==> src/rtl/tm1638_spi_rx.sv <==
// Receive-side model of a TM1638: oversamples the strobe/clock/data bus, assembles
// LSB-first bytes, decodes commands and keeps a shadow of the 16-byte display RAM.
module tm1638_spi_rx #(
    parameter int SYNC_STAGES = 2
) (
    input  logic       i_Clk,
    input  logic       i_Rst,
    input  logic       i_SPI_Stb,
    input  logic       i_SPI_Clk,
    input  logic       i_SPI_Dio,
    input  logic [3:0] i_Ram_Addr,
    output logic [7:0] o_Ram_Data,
    output logic [7:0] o_Byte,
    output logic       o_Byte_Valid,
    output logic       o_Byte_First,
    output logic       o_Frame_Error,
    output logic       o_Display_On,
    output logic [2:0] o_Brightness,
    output logic [3:0] o_Addr,
    output logic       o_Key_Read
);

    typedef enum logic [1:0] {
        CMD_NONE = 2'b00,
        CMD_DATA = 2'b01,
        CMD_DISP = 2'b10,
        CMD_ADDR = 2'b11
    } cmd_t;

    logic [SYNC_STAGES-1:0] stb_sync, clk_sync, dio_sync;
    logic [SYNC_STAGES-1:0] live;
    logic                   stb_q, clk_q;
    logic                   stb_s, clk_s, dio_s;
    logic                   stb_rise, stb_fall, clk_rise;

    logic [2:0] bit_cnt;
    logic [7:0] shift_reg;
    logic       byte_done;
    logic       first_byte;
    logic       frame_active;
    logic       armed;
    logic       data_phase;
    logic       mode_fixed;
    logic       mode_read;
    logic [7:0] ram [16];

    assign stb_s    = stb_sync[SYNC_STAGES-1];
    assign clk_s    = clk_sync[SYNC_STAGES-1];
    assign dio_s    = dio_sync[SYNC_STAGES-1];
    assign stb_rise = ~stb_q & stb_s;
    assign stb_fall = stb_q & ~stb_s;
    assign clk_rise = ~clk_q & clk_s;

    assign o_Ram_Data = ram[i_Ram_Addr];

    // Synchronizers preset to the idle bus; `live` marks stages that hold real pin samples.
    always_ff @(posedge i_Clk or posedge i_Rst) begin
        if (i_Rst) begin
            stb_sync <= '1;
            clk_sync <= '1;
            dio_sync <= '0;
            live     <= '0;
            stb_q    <= 1'b1;
            clk_q    <= 1'b1;
        end else begin
            // NOTE: non-blocking assignments so every flop in the chain samples its pre-edge neighbour.
            stb_sync <= {stb_sync[SYNC_STAGES-2:0], i_SPI_Stb};
            clk_sync <= {clk_sync[SYNC_STAGES-2:0], i_SPI_Clk};
            dio_sync <= {dio_sync[SYNC_STAGES-2:0], i_SPI_Dio};
            live     <= {live[SYNC_STAGES-2:0], 1'b1};
            stb_q    <= stb_s;
            clk_q    <= clk_s;
        end
    end

    always_ff @(posedge i_Clk or posedge i_Rst) begin
        if (i_Rst) begin
            bit_cnt       <= '0;
            shift_reg     <= '0;
            byte_done     <= 1'b0;
            first_byte    <= 1'b0;
            frame_active  <= 1'b0;
            armed         <= 1'b0;
            data_phase    <= 1'b0;
            mode_fixed    <= 1'b0;
            mode_read     <= 1'b0;
            o_Byte        <= '0;
            o_Byte_Valid  <= 1'b0;
            o_Byte_First  <= 1'b0;
            o_Frame_Error <= 1'b0;
            o_Display_On  <= 1'b0;
            o_Brightness  <= '0;
            o_Addr        <= '0;
            o_Key_Read    <= 1'b0;
            // NOTE: the RAM shadow must read 0x00 after reset, so it is a reset flop array rather than a RAM macro.
            for (int i = 0; i < 16; i++) ram[i] <= '0;
        end else begin
            o_Byte_Valid  <= 1'b0;
            o_Key_Read    <= 1'b0;
            o_Frame_Error <= 1'b0;
            byte_done     <= 1'b0;
            // A strobe already low when reset lifts must go high once before framing is trusted.
            armed         <= armed | (live[SYNC_STAGES-1] & stb_s);

            if (byte_done) begin
                o_Byte       <= shift_reg;
                o_Byte_Valid <= 1'b1;
                o_Byte_First <= first_byte;
                first_byte   <= 1'b0;
                if (first_byte) begin
                    case (cmd_t'(shift_reg[7:6]))
                        CMD_DATA: begin
                            mode_fixed <= shift_reg[2];
                            mode_read  <= (shift_reg[1:0] == 2'b10);
                            o_Key_Read <= (shift_reg[1:0] == 2'b10);
                            data_phase <= 1'b0;
                        end
                        CMD_ADDR: begin
                            o_Addr     <= shift_reg[3:0];
                            data_phase <= ~mode_read;
                        end
                        CMD_DISP: begin
                            o_Display_On <= shift_reg[3];
                            o_Brightness <= shift_reg[2:0];
                        end
                        default: ;
                    endcase
                end else if (data_phase) begin
                    ram[o_Addr] <= shift_reg;
                    if (!mode_fixed) o_Addr <= o_Addr + 4'd1;
                end
            end

            // Framing comes after decode so a new frame start overrides the per-frame flags.
            if (stb_rise) begin
                if (bit_cnt != 3'd0) o_Frame_Error <= 1'b1;
                bit_cnt      <= '0;
                frame_active <= 1'b0;
            end else if (stb_fall && armed) begin
                frame_active <= 1'b1;
                first_byte   <= 1'b1;
                data_phase   <= 1'b0;
                if (clk_rise) begin
                    shift_reg[0] <= dio_s;
                    bit_cnt      <= 3'd1;
                end else begin
                    bit_cnt <= '0;
                end
            end else if (frame_active && clk_rise && !stb_s) begin
                shift_reg[bit_cnt] <= dio_s;
                bit_cnt            <= bit_cnt + 3'd1;
                if (bit_cnt == 3'd7) byte_done <= 1'b1;
            end
        end
    end

endmodule

==> config.mk <==
export PLATFORM = sky130hd
export DESIGN_NAME = tm1638_spi_rx
export DESIGN_NICKNAME = d
export VERILOG_FILES = /design/src/rtl/tm1638_spi_rx.sv
export SDC_FILE = /design/constraint.sdc
export NUM_CORES = 1
export LEC_CHECK = 0
export CAP_MARGIN = 40
export CELL_PAD_IN_SITES_DETAIL_PLACEMENT = 0
export CELL_PAD_IN_SITES_GLOBAL_PLACEMENT = 1
export CORE_MARGIN = 1
export CORE_UTILIZATION = 51
export DETAILED_ROUTE_END_ITERATION = 10
export GPL_TIMING_DRIVEN = 1
export PLACE_DENSITY = 0.88
export SYNTH_ARGS = -nofsm -noshare
export SYNTH_HDL_FRONTEND = slang
export SYNTH_SLANG_ARGS = --single-unit
==> constraint.sdc <==
create_clock -name i_Clk -period 5.8 [get_ports i_Clk]
set_input_delay 0.58 -clock i_Clk [delete_from_list [all_inputs] [get_ports i_Clk]]
set_output_delay 0.58 -clock i_Clk [all_outputs]
set_load 0.005 [all_outputs]
==> metrics.yaml, run 1 <==
clock_tree:
  clk_latency_ns: 0.43
  clock_sinks: 176
  cts_setup_buffers: 0
  numCtsBuffers: 17
  root_buffer: "clkbuf_16"
  clkTransAtPathRegs_ns: 0.06
  cts_tree: "yes"
  ctsHtreeMaxLevel: 4
  hold_buffers: 0
  cts_resized: 0
  clock_path_buffers: 2
finish:
  final_layout_size_suffix_gt1_share_pct: 42.7
  finalNonFillerCells: 757
  multiInputGateArea_um2: 3300
  seq_area_um2: 4410
  finalInstanceArea_um2: 8990
  diodes: 0
  area_growth_pct: 13.9
  nFillCells: 1121
  nets: 572
  largest_register_ffs: 128
yosys:
  synth_cells: 528
  synth_top_area_cell: "dfrtp_1"
  syn_area_um2: 7890
  synth.distinct_cells: 45
  ys_async_sr_fraction_pct: 100
  synth_area_leaders: "dfrtp_1 54%, mux2_2 20%, mux4_2 9.1%"
  yosysWarningCount: 0
  synthesis.nets: 544
  synth_seq_area_share_pct: 55.9
  syn_avg_cell_area_um2: 14.9
  ys.flop_type: "dfrtp_1"
  synth_top_area_share_pct: 53.9
  ys_ff_latch: 176
  synth-edff-count: 0
min_path:
  hp-class: "flop to flop"
critical_path:
  reg2reg_setup_slack_ns: 3.39
  cp-start-kind: "input pin"
  cpMaxStageDelayCell: "clkdlybuf4s50_1"
  crit_type: "input pin to output pin"
  crit_chain: "clkdlybuf4s50_1 -> buf_4 -> mux4_2 -> a22oi_1 -> nand2_1 -> clkdlybuf4s50_1"
  startpoint: "i_Ram_Addr[1]"
  worstPathRequired_ns: 5.22
  cp_data_arrival_time_ns: 3.25
  cp_common_cell: "clkdlybuf4s50_1"
  critical_path.endpoint: "o_Ram_Data[6]"
  slowest_delay_ns: 0.87
  r2r-start: "first_byte"
  crit_path_end_kind: "output pin"
  reg2reg_depth: 4
  path_max_fanout: 22
  r2r_end: "ram[20]"
global_route:
  grt_pass1_wl_mm: 27.4
  grt.overflow.total: 0
  grt_usage_pct: 23.0
  grt_pass1_vias: 4905
  grt_antenna_before_repair: 0
  grt_max_degree: 63
sta:
  max_freq_mhz: 261
  fin_crit_ns: 3.83
  fin_crit_sh_pct: 66.0
  rsz0062_at_grt: "false"
  setup_violations: 0
  skew_ns: 0.00806
  holdWs_ns: 0.348
  slew_viol_final: 0
  fin_setup_tns_ns: 0
  hold_viol: 0
  slew_headroom_pct: 46.0
  worst_slew_pin_slew_ns: 0.811
placed_design:
  hpwl_mm: 10.9
  globalplace.congestion: 0.749
  port_buffers: 36
  dp_cells: 725
  place_area_um2: 8410
die:
  io_pins: 37
  dieArea_um2: 16000
  initial_utilization_pct: 52.1
  die_x_um: 126
  die_y_um: 126
  rows: 45
  core_um2: 15100
detailed_routing:
  wl_per_cell_um: 22.2
  via_count: 4564
  routed_wl_mm: 16.8
  route.detailed.drc: 0
  first_iter_violations: 369
  ant_nets: 0
  dr.pass1.iters: 4
  routed_via_density: 6.03
power:
  finalPower_mw: 2.50
  leakagePower_nw: 4.24
  irDropWorstVdd_mv: 0.234
  powerDensity_nw_per_um2: 278
status:
  status: "complete, no violations"
flow_run:
  maxCapViolCount: 0
## stage by stage
step,worst slack (ns),util (%)
after detailed placement,1.99,55.5
after global placement,2.03,55.2
after CTS,1.99,59.3
after global routing,1.86,59.3
final,1.97,59.3
after floorplan,0.456,-
## routing by layer
layer / vias up / part of all wire [%] / track usage [%]
met5: - / 0 / 0
met1: 2454 / 45 / 31.7
met2: 98 / 49 / 37.3
met3: 21 / 3.9 / 4.68
li1: 1991 / - / -
met4: 0 / 1.9 / 7.02
## cell usage in the layout, fill, tap and decap left out, types with 2 or more instances in the layout
cell type	synthesis	routed
a21oi_1	5	5
a22oi_1	18	18
and3_1	4	4
buf_2	10	2
buf_4	1	3
bufinv_16	0	2
clkbuf_1	18	3
clkbuf_16	0	17
clkbuf_8	0	2
clkdlybuf4s50_1	0	35
clkinv_2	0	4
clkinvlp_4	0	3
dfrtp_1	170	170
dfstp_2	6	6
ha_1	7	7
inv_1	7	6
mux2_2	142	142
mux2_4	8	8
mux2i_1	2	2
mux4_2	32	32
nand2_1	20	20
nand2b_1	2	2
nand3_1	8	8
nor2_1	14	14
nor2_2	10	10
nor2b_1	3	3
nor3_1	3	3
nor3b_1	2	2
nor4_4	3	3
nor4bb_1	2	2
o21ai_0	10	10
## worst min path at each step
| stage | from | endpoint | slack, ns | cells past startpoint |
|---|---|---|---|---|
| global placement | live[0] | live[1] | 0.33 | 0 |
| finish | dio_sync[0] | dio_sync[1] | 0.35 | 0 |
| global route | stb_sync[0] | stb_sync[1] | 0.36 | 0 |
| CTS | dio_sync[0] | dio_sync[1] | 0.35 | 0 |
| detailed placement | dio_sync[0] | dio_sync[1] | 0.33 | 0 |
| floorplan | dio_sync[0] | dio_sync[1] | 0.33 | 0 |
## cells in the mapped netlist (all sizes together), types with 2 or more instances
library cell	n
nor4bb	2
a21oi	5
nand3	8
nand2	21
and2b	2
a22oi	18
dfstp	6
nor2	24
ha	7
and3	5
mux4	32
dfrtp	170
nor2b	3
nor3b	3
mux2	150
nor3	3
nand2b	2
nor4	3
o21ai	11
mux2i	2
clkbuf	19
inv	7
buf	14
## power breakdown
group          internal (mW)  switching, mW
Clock                  0.655          0.461
Sequential              1.24         0.0521
Combinational         0.0351         0.0526
## logic make-up after synthesis
logic type | share of synthesized area [%]
buffers and inverters | 2.22
AND/OR/NAND/NOR | 6.38
flip-flops | 55.9
other | 0.0475
multiplexers | 31.2
adder cells (fa/ha/maj) | 1.11
AO/OA/AOI/OAI | 3.14
## critical path, delay by kind of cell
family,cells,cell delay [ns]
multiplexers,1,0.55
AO/OA/AOI/OAI,1,0.24
AND/OR/NAND/NOR,1,0.09
buffers and inverters,3,1.77
## cell type report
type                            instances  area share [%]
Sequential cell                       176            49.1
Multi-Input combinational cell        312            36.7
Inverter                                7           0.348
Tap cell                              188            2.62
Clock buffer                           22            5.17
Timing Repair Buffer                   42            4.79
Clock inverter                         10            1.24
No activity file was read; power rests on OpenSTA's default activity.
==> run 2, diff against run 1 <==
==> constraint.sdc (replaced) <==
create_clock -name i_Clk -period 3.9 [get_ports i_Clk]
set_input_delay 0.39 -clock i_Clk [delete_from_list [all_inputs] [get_ports i_Clk]]
set_output_delay 0.39 -clock i_Clk [all_outputs]
set_load 0.005 [all_outputs]
==> run 2 against run 1 <==
  * First-iteration DRC count shrank 37%
  * Critical path depth is the same
  * Worst setup slack lost 1.2 ns
  * Critical path type unchanged
  * Wire length shrank 2.4%
  * Global-route usage shrank 0.20 points
  * Highest routed layer unchanged
==> metrics.yaml, run 2 (same netlist as run 1, synthesis figures left out) <==
die:
  rows: 45
  dieArea_um2: 16000
  io_pins: 37
  die_x_um: 126
  core_um2: 15100
  die_y_um: 126
  initial_utilization_pct: 52.1
clock_tree:
  root_buffer: "clkbuf_16"
  clock_path_buffers: 2
  cts_tree: "yes"
  ctsHtreeMaxLevel: 4
  numCtsBuffers: 17
  clkTransAtPathRegs_ns: 0.07
  clk_latency_ns: 0.43
  cts_resized: 0
  clock_sinks: 176
  hold_buffers: 0
  cts_setup_buffers: 0
critical_path:
  worstPathRequired_ns: 3.51
  reg2reg_depth: 4
  path_buf_inv: 3
  crit_path_end_kind: "output pin"
  r2r-start: "first_byte"
  crit_chain: "clkdlybuf4s50_1 -> buf_4 -> mux4_2 -> a22oi_1 -> nand2_1 -> clkdlybuf4s50_1"
  r2r_end: "ram[63]"
  path_max_fanout: 12
  crit_type: "input pin to output pin"
  cp_top_family: "buffers and inverters"
  cp_data_arrival_time_ns: 2.71
  cp-start-kind: "input pin"
  cp_common_cell: "clkdlybuf4s50_1"
  reg2reg_setup_slack_ns: 1.61
  cpMaxStageDelayCell: "clkdlybuf4s50_1"
  slowest_delay_ns: 0.77
finish:
  largest_register_ffs: 128
  area_growth_pct: 14.8
  diodes: 0
  nets: 574
  final_layout_size_suffix_gt1_share_pct: 43.1
  finish.utilization_pct: 59.8
  layout_commonest_cell: "dfrtp_1"
  mostFrequentLayoutCells: "170 x dfrtp_1, 142 x mux2_2, 35 x clkdlybuf4s50_1"
sta:
  worst_slew_pin_slew_ns: 0.858
  hold_viol: 0
  fin_setup_tns_ns: 0
  fin_crit_sh_pct: 79.5
  slew_headroom_pct: 42.8
  holdWs_ns: 0.353
  max_freq_mhz: 323
  setup_violations: 0
  rsz0062_at_grt: "false"
  setup_ws_ns: 0.801
  fin_crit_ns: 3.10
  skew_ns: 0.00669
  slew_viol_final: 0
detailed_routing:
  routed_via_density: 5.98
  ant_nets: 0
  route.detailed.drc: 0
  dr.pass1.iters: 4
  routed_wl_mm: 16.4
  first_iter_violations: 233
  via_count: 4541
  wl_per_cell_um: 21.6
placed_design:
  globalplace.congestion: 0.751
  hpwl_mm: 10.5
  place_ws_ns: 0.795
  port_buffers: 36
global_route:
  grt.overflow.total: 0
  grt_antenna_before_repair: 0
  grt_usage_pct: 22.8
  grt_pass1_wl_mm: 27.1
  grt_pass1_vias: 4906
  grt_max_degree: 70
power:
  powerDensity_nw_per_um2: 424
  irDropWorstVdd_mv: 0.359
  leakagePower_nw: 4.27
min_path:
  hp-class: "flop to flop"
  hp-start: "dio_sync[0]"
  hold-path-endpoint: "dio_sync[1]"
  worstHoldPathCells: 0
flow_run:
  maxCapViolCount: 0
status:
  status: "complete, no violations"
[run 2: cell types whose count changed in the layout (fill, tap and decap cells not counted), moves of 2 or more]
cell and change:
buf_12 +2, buf_4 +2, clkinv_2 -4, inv_6 +2
[run 2: how the worst max path moves through the flow]
stage | depth (start not counted) | endpoint | startpoint | slack (ns)
after CTS | 6 | o_Ram_Data[3] | i_Ram_Addr[1] | 0.79
after global routing | 6 | o_Ram_Data[3] | i_Ram_Addr[1] | 0.73
after floorplan | 1 | armed | i_Rst | 1.26
after global placement | 6 | o_Ram_Data[3] | i_Ram_Addr[1] | 0.83
after detailed placement | 6 | o_Ram_Data[3] | i_Ram_Addr[1] | 0.79
final | 6 | o_Ram_Data[3] | i_Ram_Addr[1] | 0.80
[run 2: power breakdown]
part	internal (mW)	switching, mW	total (mW)
logic	0.0542	0.0802	0.134
registers	1.85	0.0787	1.92
clock network	1.07	0.709	1.78
total	2.97	0.868	3.84
[run 2: cell type report]
| type | count | area (µm²) |
|---|---|---|
| inverter | 7 | 30.0 |
| clock inverter | 10 | 149 |
| tap | 188 | 235 |
| timing repair buffer | 44 | 453 |
| fill | 1140 | 6090 |
| clock buffer | 22 | 474 |
| sequential | 176 | 4410 |
| multi-input combinational | 312 | 3300 |
[run 2: metrics by stage]
| stage | power [mW] | area, µm² | cells |
|---|---|---|---|
| 2_1_floorplan | 2.02 | 7890 | 528 |
| 3_3_place_gp | 2.09 | 8430 | 727 |
| 3_5_place_dp | 2.09 | 8430 | 727 |
| 4_1_cts | 3.86 | 9050 | 759 |
| 5_1_grt | 3.95 | 9050 | 759 |
| 6_report | 3.84 | 9050 | 759 |
[run 2: layer usage]
metal | share of wire (%) | vias to the layer above | track usage (%)
met5 | 0 | - | 0
met4 | 1.9 | 0 | 9.28
met3 | 3.2 | 27 | 4.22
met2 | 50 | 79 | 37.0
met1 | 45 | 2433 | 30.7
li1 | - | 2002 | -
==> run 3, diff against run 2 <==
--- a/config.mk
+++ b/config.mk
@@ -9,10 +9,10 @@
 export CELL_PAD_IN_SITES_DETAIL_PLACEMENT = 0
 export CELL_PAD_IN_SITES_GLOBAL_PLACEMENT = 1
 export CORE_MARGIN = 1
-export CORE_UTILIZATION = 51
+export CORE_UTILIZATION = 46
 export DETAILED_ROUTE_END_ITERATION = 10
 export GPL_TIMING_DRIVEN = 1
-export PLACE_DENSITY = 0.88
+export PLACE_DENSITY = 0.85
 export SYNTH_ARGS = -nofsm -noshare
 export SYNTH_HDL_FRONTEND = slang
 export SYNTH_SLANG_ARGS = --single-unit
==> constraint.sdc (replaced) <==
create_clock -name i_Clk -period 2.7 [get_ports i_Clk]
set_input_delay 0.27 -clock i_Clk [delete_from_list [all_inputs] [get_ports i_Clk]]
set_output_delay 0.27 -clock i_Clk [all_outputs]
set_load 0.005 [all_outputs]
==> run 3 against run 2 <==
  * First-iteration DRC count rose by 11%
  * Wire length rose by 1.0%
  * Utilization fell by 4.5 points
  * Clock power rose by 52%
  * Flip-flop and latch count did not move
  * Count of clock-buffer cells in the layout fell by 5
  * Combinational power rose by 52%
  * Cell area rose by 1.6%
  * Sequential power rose by 44%
  * Hold slack got worse by 0.11 ns
  * Critical path type unchanged
  * Largest cell class unchanged
==> metrics.yaml, run 3 (same netlist as run 1, synthesis figures left out) <==
status:
  status: "complete, no violations"
clock_tree:
  root_buffer: "clkbuf_16"
  cts_resized: 0
  ctsHtreeMaxLevel: 4
  cts_setup_buffers: 0
  clock_sinks: 176
  clock_path_buffers: 2
  numCtsBuffers: 17
  clkTransAtPathRegs_ns: 0.07
  clk_latency_ns: 0.42
  cts_tree: "yes"
  hold_buffers: 0
die:
  dieArea_um2: 17700
  io_pins: 37
  die_y_um: 133
  die_x_um: 133
  initial_utilization_pct: 47.4
  rows: 47
  core_um2: 16600
sta:
  hold_viol: 0
  rsz0062_at_grt: "false"
  worst_slew_pin_slew_ns: 0.771
  fin_crit_ns: 2.60
  fin_crit_sh_pct: 96.1
  slew_viol_final: 0
  max_freq_mhz: 385
  slew_headroom_pct: 48.2
  setup_violations: 0
  fin_setup_tns_ns: 0
  skew_ns: 0.00579
min_path:
  worstHoldPathCells: 1
  hp-class: "input pin to flop"
  hold-path-endpoint: "stb_sync[0]"
  hp-start: "i_SPI_Stb"
global_route:
  grt_usage_pct: 20.8
  grt_pass1_wl_mm: 27.7
  grt_pass1_vias: 4891
  grt_antenna_before_repair: 0
  grt.overflow.total: 0
  grt_max_degree: 51
power:
  powerDensity_nw_per_um2: 617
  leakagePower_nw: 4.32
  irDropWorstVdd_mv: 0.541
placed_design:
  globalplace.congestion: 0.756
  port_buffers: 36
  dp_cells: 767
  hpwl_mm: 11.1
detailed_routing:
  via_count: 4546
  routed_via_density: 5.69
  wl_per_cell_um: 20.7
  routed_wl_mm: 16.5
  dr.pass1.iters: 4
  ant_nets: 0
  route.detailed.drc: 0
  first_iter_violations: 259
finish:
  seq_area_um2: 4410
  multiInputGateArea_um2: 3300
  finalNonFillerCells: 799
  area_growth_pct: 16.6
  nFillCells: 1309
  layout_commonest_cell: "dfrtp_1"
  final_layout_size_suffix_gt1_share_pct: 44.2
  largest_register_ffs: 128
  mostFrequentLayoutCells: "170 x dfrtp_1, 142 x mux2_2, 35 x clkdlybuf4s50_1"
  nets: 582
  diodes: 0
critical_path:
  reg2reg_depth: 4
  path_buf_inv: 3
  worstPathRequired_ns: 2.43
  crit_path_end_kind: "output pin"
  slowest_delay_ns: 0.52
  cp_top_family: "buffers and inverters"
  crit_chain: "clkdlybuf4s50_1 -> buf_12 -> mux4_2 -> a22oi_1 -> nand2_1 -> clkdlybuf4s50_1"
  cp_common_cell: "clkdlybuf4s50_1"
  path_max_fanout: 32
  cp-start-kind: "input pin"
  reg2reg_setup_slack_ns: 0.56
  crit_type: "input pin to output pin"
  r2r_end: "ram[68]"
  cp_data_arrival_time_ns: 2.33
  r2r-start: "o_Addr[0]"
  cpMaxStageDelayCell: "mux4_2"
flow_run:
  maxCapViolCount: 0
==> run 3: power by group <==
group / internal (mW) / leakage [nW] / switching (mW)
Sequential: 2.67 / 2.41 / 0.101
Clock: 1.66 / 0.311 / 1.04
Combinational: 0.0849 / 1.60 / 0.119
Total: 4.41 / 4.32 / 1.26
==> run 3: per-stage QoR <==
stage / hold WS (ns) / setup WS (ns) / util, % / power, mW / area [µm²]
2_1_floorplan: 0.274 / 0.182 / - / 2.92 / 7890
3_3_place_gp: 0.332 / 0.140 / 51.3 / 3.01 / 8540
3_5_place_dp: 0.338 / 0.0986 / 51.3 / 3.02 / 8540
4_1_cts: 0.226 / 0.0914 / 55.3 / 5.72 / 9200
5_1_grt: 0.227 / 0.0293 / 55.3 / 5.87 / 9200
6_report: 0.246 / 0.105 / 55.3 / 5.67 / 9200
==> run 3: final cells by class <==
type                       count  share of cell area, %
timing repair buffer          52                   5.71
clock inverter                15                   2.50
sequential                   176                   48.0
clock buffer                  17                   4.62
inverter                       7                  0.326
tap                          220                   2.99
multi-input combinational    312                   35.9
==> run 3: worst max-delay path by stage <==
| stage | slack (ns) | depth (start not counted) | end | startpoint |
|---|---|---|---|---|
| after floorplan | 0.18 | 1 | armed | i_Rst |
| after global placement | 0.14 | 6 | o_Ram_Data[4] | i_Ram_Addr[1] |
| after detailed placement | 0.1 | 6 | o_Ram_Data[3] | i_Ram_Addr[1] |
| after CTS | 0.09 | 6 | o_Ram_Data[3] | i_Ram_Addr[1] |
| after global routing | 0.03 | 6 | o_Ram_Data[4] | i_Ram_Addr[1] |
| final | 0.10 | 6 | o_Ram_Data[3] | i_Ram_Addr[1] |
==> run 3: layer usage <==
layer,up-vias,share of wire (%),GRT usage (%),wire length [µm]
met3,20,3.5,3.91,573
met1,2437,45,27.9,7450
li1,2001,-,-,-
met5,-,0,0,0
met2,88,50,33.5,8270
met4,0,1.5,8.24,248
